`src/rtl/scroll_engine.sv`:
```
// Scroll engine: synchronizes the slow scroll clock into clk_in and advances a circular
// message window onto active-low seven-segment digits. Define SCROLL_REV_EN for the dir input.
module scroll_engine #(
    parameter int MSG_LEN    = 16,
    parameter int NUM_DIGITS = 6,
    parameter int CHAR_W     = 5
) (
    input  logic                        clk_in,
    input  logic                        reset,
    input  logic                        scroll_clk,
    input  logic                        enable,
`ifdef SCROLL_REV_EN
    input  logic                        dir,
`endif
    input  logic                        wr_en,
    input  logic [$clog2(MSG_LEN)-1:0]  wr_addr,
    input  logic [CHAR_W-1:0]           wr_data,
    output logic [NUM_DIGITS*7-1:0]     seg_out,
    output logic [$clog2(MSG_LEN)-1:0]  pos,
    output logic                        step_pulse
);

    localparam int              AW      = $clog2(MSG_LEN);
    localparam logic [AW:0]     LEN_EXT = (AW+1)'(MSG_LEN);
    localparam logic [AW-1:0]   LAST    = AW'(MSG_LEN - 1);

    logic              sync1;
    logic              sync2;
    logic              hist;
    logic              chain_valid;
    logic              armed;
    logic [AW-1:0]     next_pos;
    logic [CHAR_W-1:0] msg_buf [MSG_LEN];
    logic [NUM_DIGITS*7-1:0] seg_next;
    logic [AW:0]       slot;

    function automatic logic [6:0] decode(input logic [CHAR_W-1:0] code);
        logic [6:0] seg;
        case (int'(code))
            0:       seg = 7'h40;
            1:       seg = 7'h79;
            2:       seg = 7'h24;
            3:       seg = 7'h30;
            4:       seg = 7'h19;
            5:       seg = 7'h12;
            6:       seg = 7'h02;
            7:       seg = 7'h78;
            8:       seg = 7'h00;
            9:       seg = 7'h10;
            10:      seg = 7'h08;
            11:      seg = 7'h03;
            12:      seg = 7'h46;
            13:      seg = 7'h21;
            14:      seg = 7'h06;
            15:      seg = 7'h0E;
            17:      seg = 7'h3F;
            18:      seg = 7'h09;
            19:      seg = 7'h47;
            20:      seg = 7'h0C;
            21:      seg = 7'h41;
            default: seg = 7'h7F;
        endcase
        return seg;
    endfunction

    // armed only after a genuine low sample, so a scroll_clk already high at reset release is not a step
    always_ff @(posedge clk_in or negedge reset) begin
        if (!reset) begin
            sync1       <= 1'b0;
            sync2       <= 1'b0;
            hist        <= 1'b0;
            chain_valid <= 1'b0;
            armed       <= 1'b0;
            step_pulse  <= 1'b0;
        end else begin
            sync1       <= scroll_clk;
            sync2       <= sync1;
            hist        <= sync2;
            chain_valid <= 1'b1;
            if (chain_valid && !sync1)
                armed <= 1'b1;
            step_pulse  <= sync2 & ~hist & armed;
        end
    end

    always_comb begin
        next_pos = (pos == LAST) ? '0 : pos + 1'b1;
`ifdef SCROLL_REV_EN
        if (dir)
            next_pos = (pos == '0) ? LAST : pos - 1'b1;
`endif
    end

    always_ff @(posedge clk_in or negedge reset) begin
        if (!reset) begin
            pos <= '0;
            for (int unsigned i = 0; i < MSG_LEN; i++)
                msg_buf[i] <= CHAR_W'(16);
        end else begin
            if (step_pulse && enable)
                pos <= next_pos;
            if (wr_en && ({1'b0, wr_addr} < LEN_EXT))
                msg_buf[wr_addr] <= wr_data;
        end
    end

    // digit i shows slot (pos+i) mod MSG_LEN; i < MSG_LEN so one subtraction suffices
    always_comb begin
        seg_next = '1;
        slot     = '0;
        for (int unsigned i = 0; i < NUM_DIGITS; i++) begin
            slot = {1'b0, pos} + (AW+1)'(i);
            if (slot >= LEN_EXT)
                slot = slot - LEN_EXT;
            seg_next[(NUM_DIGITS-i)*7-1 -: 7] = decode(msg_buf[slot[AW-1:0]]);
        end
    end

    always_ff @(posedge clk_in or negedge reset) begin
        if (!reset)
            seg_out <= '1;
        else
            seg_out <= seg_next;
    end

endmodule

```
`config.mk`:
```
export PLATFORM = sky130hd
export DESIGN_NAME = scroll_engine
export DESIGN_NICKNAME = d
export VERILOG_FILES = /design/src/rtl/scroll_engine.sv
export SDC_FILE = /design/constraint.sdc
export NUM_CORES = 1
export LEC_CHECK = 0
export ABC_CLOCK_PERIOD_IN_PS = 5500
export BUFFER_PORTS_ARGS = -buffer_cell sky130_fd_sc_hd__buf_2
export CORE_MARGIN = 1
export CORE_UTILIZATION = 55
export CTS_CLUSTER_SIZE = 20
export DETAILED_ROUTE_END_ITERATION = 16
export PLACE_DENSITY = 0.75
export SYNTH_ARGS = -nofsm -noshare
export SYNTH_HDL_FRONTEND = slang
export SYNTH_SLANG_ARGS = --single-unit
```
`constraint.sdc`:
```
create_clock -name clk_in -period 5.5 [get_ports clk_in]
set_input_delay 0.275 -clock clk_in [delete_from_list [all_inputs] [get_ports clk_in]]
set_output_delay 0.275 -clock clk_in [all_outputs]
set_load 0.005 [all_outputs]
```
-- Word-level counts from Yosys, hierarchy flattened
Memories as Yosys holds them, arrays and structs flattened. A register that Yosys moved wholly into a read port is not among the register bits.
Cells that the tools add are included.
- bits in registers: 90
- bits in read-only memories: 1344
- output and inout port bits: 47
- memories: 6
- add/sub/neg operators: 12
- order comparisons: 14
- equal/unequal tests: 1
- multiplexer cells: 28
- bitwise logic cells: 10
- reduce and logical (&&, ||, !) cells: 10
- memories (memory ; words ; width ; rd ports ; clocked after memory_dff ; wr ports ; line ; RTL):
    (no name shown) ; 32 ; 7 ; 1 ; 1 ; 0 ; 39 ; case (int'(code))
    (no name shown) ; 32 ; 7 ; 1 ; 1 ; 0 ; 39 ;
    (no name shown) ; 32 ; 7 ; 1 ; 1 ; 0 ; 39 ;
    (no name shown) ; 32 ; 7 ; 1 ; 1 ; 0 ; 39 ;
    (no name shown) ; 32 ; 7 ; 1 ; 1 ; 0 ; 39 ;
    (no name shown) ; 32 ; 7 ; 1 ; 1 ; 0 ; 39 ;
- operators by type and width (kind ; number):
    binary-select mux 5 bit (select 4 bit) ; 6
    bitwise mux 80 bit ; 1
    two-way mux 5 bit ; 13
    >= comparator 5 bit (second input constant) ; 12
    inverter 4 -> 5 bit ; 7
    two-way mux 4 bit ; 7
    subtractor 4 x 1 -> 4 bit (second input constant) ; 6
    demux 5 bit (select 4 bit) ; 1
    adder 4 x 2 -> 5 bit (second input constant) ; 2
    adder 4 x 3 -> 5 bit (second input constant) ; 2
    logical NOT 1 bit ; 7
    adder 4 x 1 -> 5 bit (second input constant) ; 1
    >= comparator 4 x 5 -> 1 bit (second input constant) ; 1
    less-than comparator 5 x 1 -> 1 bit (second input constant) ; 1
    adder 4 x 1 -> 4 bit (second input constant) ; 1
    equality test 4 bit (second input constant) ; 1
    logical AND 1 bit ; 3
    AND 1 bit ; 2
    inverter 1 bit ; 1

-- Logic depth before layout (Yosys ltp)
- word-level depth: 7
- depth in mapped cells: 18
- gate-level depth less buffers: 11

-- Worst setup path after synthesis
Ideal clock, no wire load.
- path kind: reg2reg
- from: register pos[0]
- to: register seg_out[32]
- library setup time: 0.084 ns
- arrival: 3.885 ns
- required time: 5.416 ns
- path slack: 1.531 ns
- stages on the path, launching flop included: 18
- cell sequence: dfrtp_1 -> buf_6 -> buf_6 -> buf_6 -> buf_6 -> buf_2 -> inv_1 -> ha_1 -> clkbuf_1 -> clkbuf_1 -> mux4_2 -> mux4_2 -> inv_1 -> ha_1 -> inv_1 -> mux2_2 -> a221oi_2 -> a21oi_1
- word-level cells in the longest chain between the ends: 7
- elaborated cells on any way between the ends: 8
- those cells by class: add/sub: 2; order compare: 1; mux: 4; bitwise: 1
- ends and longest elaborated chain (item ; line ; RTL):
    from (decl) ; 19 ; output logic [$clog2(MSG_LEN)-1:0] pos,
    from (signal assigned) ; 101 ; pos <= next_pos;
    adder 4 x 1 -> 5 bit * ; 112 ; slot = {1'b0, pos} + (AW+1)'(i);
    subtractor 4 x 1 -> 4 bit / >= comparator 5 bit (equally long branches) ; 114, 113 ;
    two-way mux 4 bit * ; 113 ; if (slot >= LEN_EXT)
    inverter 4 -> 5 bit (implied by the code) * ; 115 ; seg_next[(NUM_DIGITS-i)*7-1 -: 7] = decode(msg_buf[slot[AW-1:0]]);
    binary-select mux 5 bit (select 4 bit) * ; 115 ;
    two-way mux 5 bit (implied by the code) * (2 in a row) ; 115 ;
    to (decl) ; 18 ; output logic [NUM_DIGITS*7-1:0] seg_out,
Mark *: on every way between the ends. The rest lies on a longest branch, timed or not. The select of a mux whose other input is x is not followed.
A chain may end at the register's enable or synchronous reset.

-- Worst setup path in the final report
- from: register pos[0]
- to: register seg_out[0]
- word-level cells in the longest chain between the ends: 7
- elaborated cells on any way between the ends: 8
- those cells by class: add/sub: 2; order compare: 1; mux: 4; bitwise: 1
- ends and longest elaborated chain (item ; line):
    adder 4 x 3 -> 5 bit * ; 112
    subtractor 4 x 1 -> 4 bit / >= comparator 5 bit (equally long branches) ; 114, 113
    two-way mux 4 bit * ; 113
    inverter 4 -> 5 bit (implied by the code) * ; 115
    binary-select mux 5 bit (select 4 bit) * ; 115
    two-way mux 5 bit (implied by the code) * (2 in a row) ; 115
Marked as above.

==> key figures <==
Status
  • Status: complete, no violations

STA
  • RSZ-0062 raised after global routing: no
  • Fraction of the cycle the final worst path needs: 79.1%
  • Clock Skew: 0.0111 ns
  • Max-slew violations: 0
  • Worst slew pin tran: 1.11 ns
  • Max_slew headroom: 26.3%
  • Max Fclk: 230 MHz
  • Setup TNS: 0 ns
  • Final setup fails: 0
  • Crit path time final: 4.35 ns
  • Final Hold Fails: 0

CTS
  • CTS Buf Count: 17
  • CTS tree: done
  • Clock Path Buffers: 2
  • Clock sinks: 132
  • H-tree Lvls: 4
  • Later-pin clock latency in the skew report: 0.44 ns
  • Reg clk slew, reported paths: 0.07 ns
  • CTS resizes: 0
  • CTS Root Cell: clkbuf_16

Detailed routing
  • Via Count: 6,914
  • Wire per inst: 22.4 um
  • Total routed wirelength: 23,400 um
  • Vias per cell: 6.62
  • Initial drt markers: 701
  • Drt pass-1 iters: 5
  • Post-DRT Antenna Nets: 0
  • Detailed-route DRC error count: 0

Worst setup path
  • CP Max Fanout: 39
  • Worst R2R End: seg_out[0]
  • CP Cell Sequence: inv_1 > ha_1 > mux4_2 > mux2i_1 > mux2i_1 > inv_1 > ha_1 > or3_1 > a21oi_1 > nor2_1
  • Crit Path Class: flip-flop to flip-flop
  • Max incr delay on CP: 1.05 ns
  • Worst Reg-to-Reg Cells: 10
  • CP delay by family, top: adder cells
  • Endpoint class of the critical path: flip-flop
  • Stages on the worst setup path: 10
  • Required time of the critical path: 5.86 ns
  • R2R setup slack: 1.15 ns
  • CP max stage cell: ha_1
  • WP data arrival: 4.71 ns
  • CP Launch Type: flip-flop
  • Reg-to-reg critical path startpoint: pos[0]
  • Crit path buf inv count: 2

Global route
  • Vias in the first global route: 6,752
  • Congestion Overflow GR: 0
  • Initial antenna violation count: 0
  • Largest net degree at the start of global routing: 77
  • First-pass GRT wire length: 37,300 um
  • Gr usage total: 27.3%

Yosys
  • Post-synth top area share: 23.7%
  • Post-Syn Area: 0.00978 mm^2
  • Yosys reg bits: 132
  • Avg Inst Size Synth: 12.7 um^2
  • Largest cells by area after synthesis: mux4_2 24%, dfrtp_1 19%, dfstp_2 16%
  • Fraction of registers with async set/reset: 100%
  • Post-synth top area cell: mux4_2
  • Most used DFF post-synth: dfrtp_1
  • Synth Instances: 770
  • Number of synthesized flops with an enable pin: 0
  • Post-synthesis sequential area ratio: 34.5%
  • Top cells by count, synth: 103 x mux4_2, 95 x mux2_2, 74 x dfrtp_1, 58 x dfstp_2, 54 x ha_1
  • Distinct cells, synth: 63
  • Synth Net Count: 838
  • Count leader, synth: mux4_2
  • Yosys warning count: 0

Layout
  • Layout Nets: 874
  • Share of layout cells above drive strength 1: 44.7%
  • Area Overhead vs Synth: 9.69%
  • Fin util: 61.8%
  • Number of diodes: 0

Place
  • Port bufs: 60
  • DPL Wire Length: 17,100 um
  • Routability cong.: 0.930

Run
  • Maxcap violations: 0

Floorplanning
  • Die width: 135 um
  • Die height: 135 um
  • Initial core utilization: 56.4%
  • # rows: 48
  • IO Pins: 61
  • Area of the die: 0.0183 mm^2
  • Core area: 0.0174 mm^2

Worst hold path
  • Min-Delay Path Class: primary input to flip-flop
  • WHS Path Cells: 3
  • Worst Hold Launch: enable
  • Worst hold endpoint: pos[2]
layout by cell type, fill, tap and decap left out, drive strengths merged, types with 5 or more instances in the layout:
| master | instances |
|---|---|
| inv | 46 |
| xnor2 | 6 |
| and2 | 5 |
| dfrtp | 74 |
| mux4 | 103 |
| nor3 | 15 |
| clkbuf | 17 |
| a22oi | 6 |
| buf | 66 |
| o32ai | 5 |
| mux2 | 96 |
| nand2 | 34 |
| a31oi | 7 |
| a21oi | 26 |
| nor2 | 48 |
| nand2b | 9 |
| mux2i | 42 |
| o21ai | 27 |
| dfstp | 58 |
| ha | 54 |
| nand3b | 5 |
cells by family after synthesis:
family	share of synthesized area (%)
buffers and inverters	4.55
other	0.0383
xor gates and xnor gates	1.20
and+or+nand+nor	6.32
muxes	39.1
DFF	34.5
adders and majority gates	6.91
AOI/OAI and AO/OA	7.42
worst min-delay path, stage by stage:
cell and delay [ns]:
buf_2 0.11, and3_1 0.18, o21ai_0 0.08
metal layers:
| metal | GRT usage, % | wire length (um) | vias to the layer above |
|---|---|---|---|
| met2 | 42.8 | 11300 | 385 |
| li1 | - | - | 3008 |
| met5 | 0 | 0 | - |
| met1 | 36.1 | 9120 | 3469 |
| met4 | 12.7 | 841 | 0 |
| met3 | 6.17 | 2110 | 52 |
layout make-up:
| type | count | area [um^2] |
|---|---|---|
| clock inverters | 15 | 159 |
| clock buffers | 17 | 425 |
| repair buffers | 68 | 380 |
| multi-input cells | 549 | 5960 |
| well taps | 225 | 282 |
| inverters | 38 | 143 |
| flip-flops and latches | 132 | 3380 |
| fillers | 1322 | 6630 |
how the worst max path moves through the flow:
stage / slack (ns) / start / endpoint
2_1_floorplan: 1.53 / pos[0] / seg_out[32]
3_3_place_gp: 1.34 / pos[0] / seg_out[0]
3_5_place_dp: 1.18 / pos[0] / seg_out[0]
4_1_cts: 1.17 / pos[0] / seg_out[0]
5_1_grt: 0.82 / pos[0] / seg_out[0]
6_report: 1.15 / pos[0] / seg_out[0]
registers in the layout, indices dropped and copies added, names as in the netlist:
register     count
sync1            1
armed            1
hist             1
pos              4
step_pulse       1
sync2            1
msg_buf         80
chain_valid      1
seg_out         42
per-stage QoR:
step | std cells | setup WS (ns) | hold slack (ns) | cell area, um^2
global placement | 1010 | 1.34 | 0.358 | 10100
CTS | 1044 | 1.17 | 0.222 | 10700
finish | 1044 | 1.15 | 0.240 | 10700
detailed placement | 1010 | 1.18 | 0.377 | 10100
floorplan | 770 | 1.53 | -0.0206 | 9780
global route | 1044 | 0.824 | 0.240 | 10700
what timing repair did:
action                    4_1_cts  5_1_grt
hold endpoints to repair       18        0
buffers inserted                0        0
hold buffers                    2        0
Power is not shown: default switching activity piles up to over one toggle a cycle in this logic, so the estimate is an artifact.
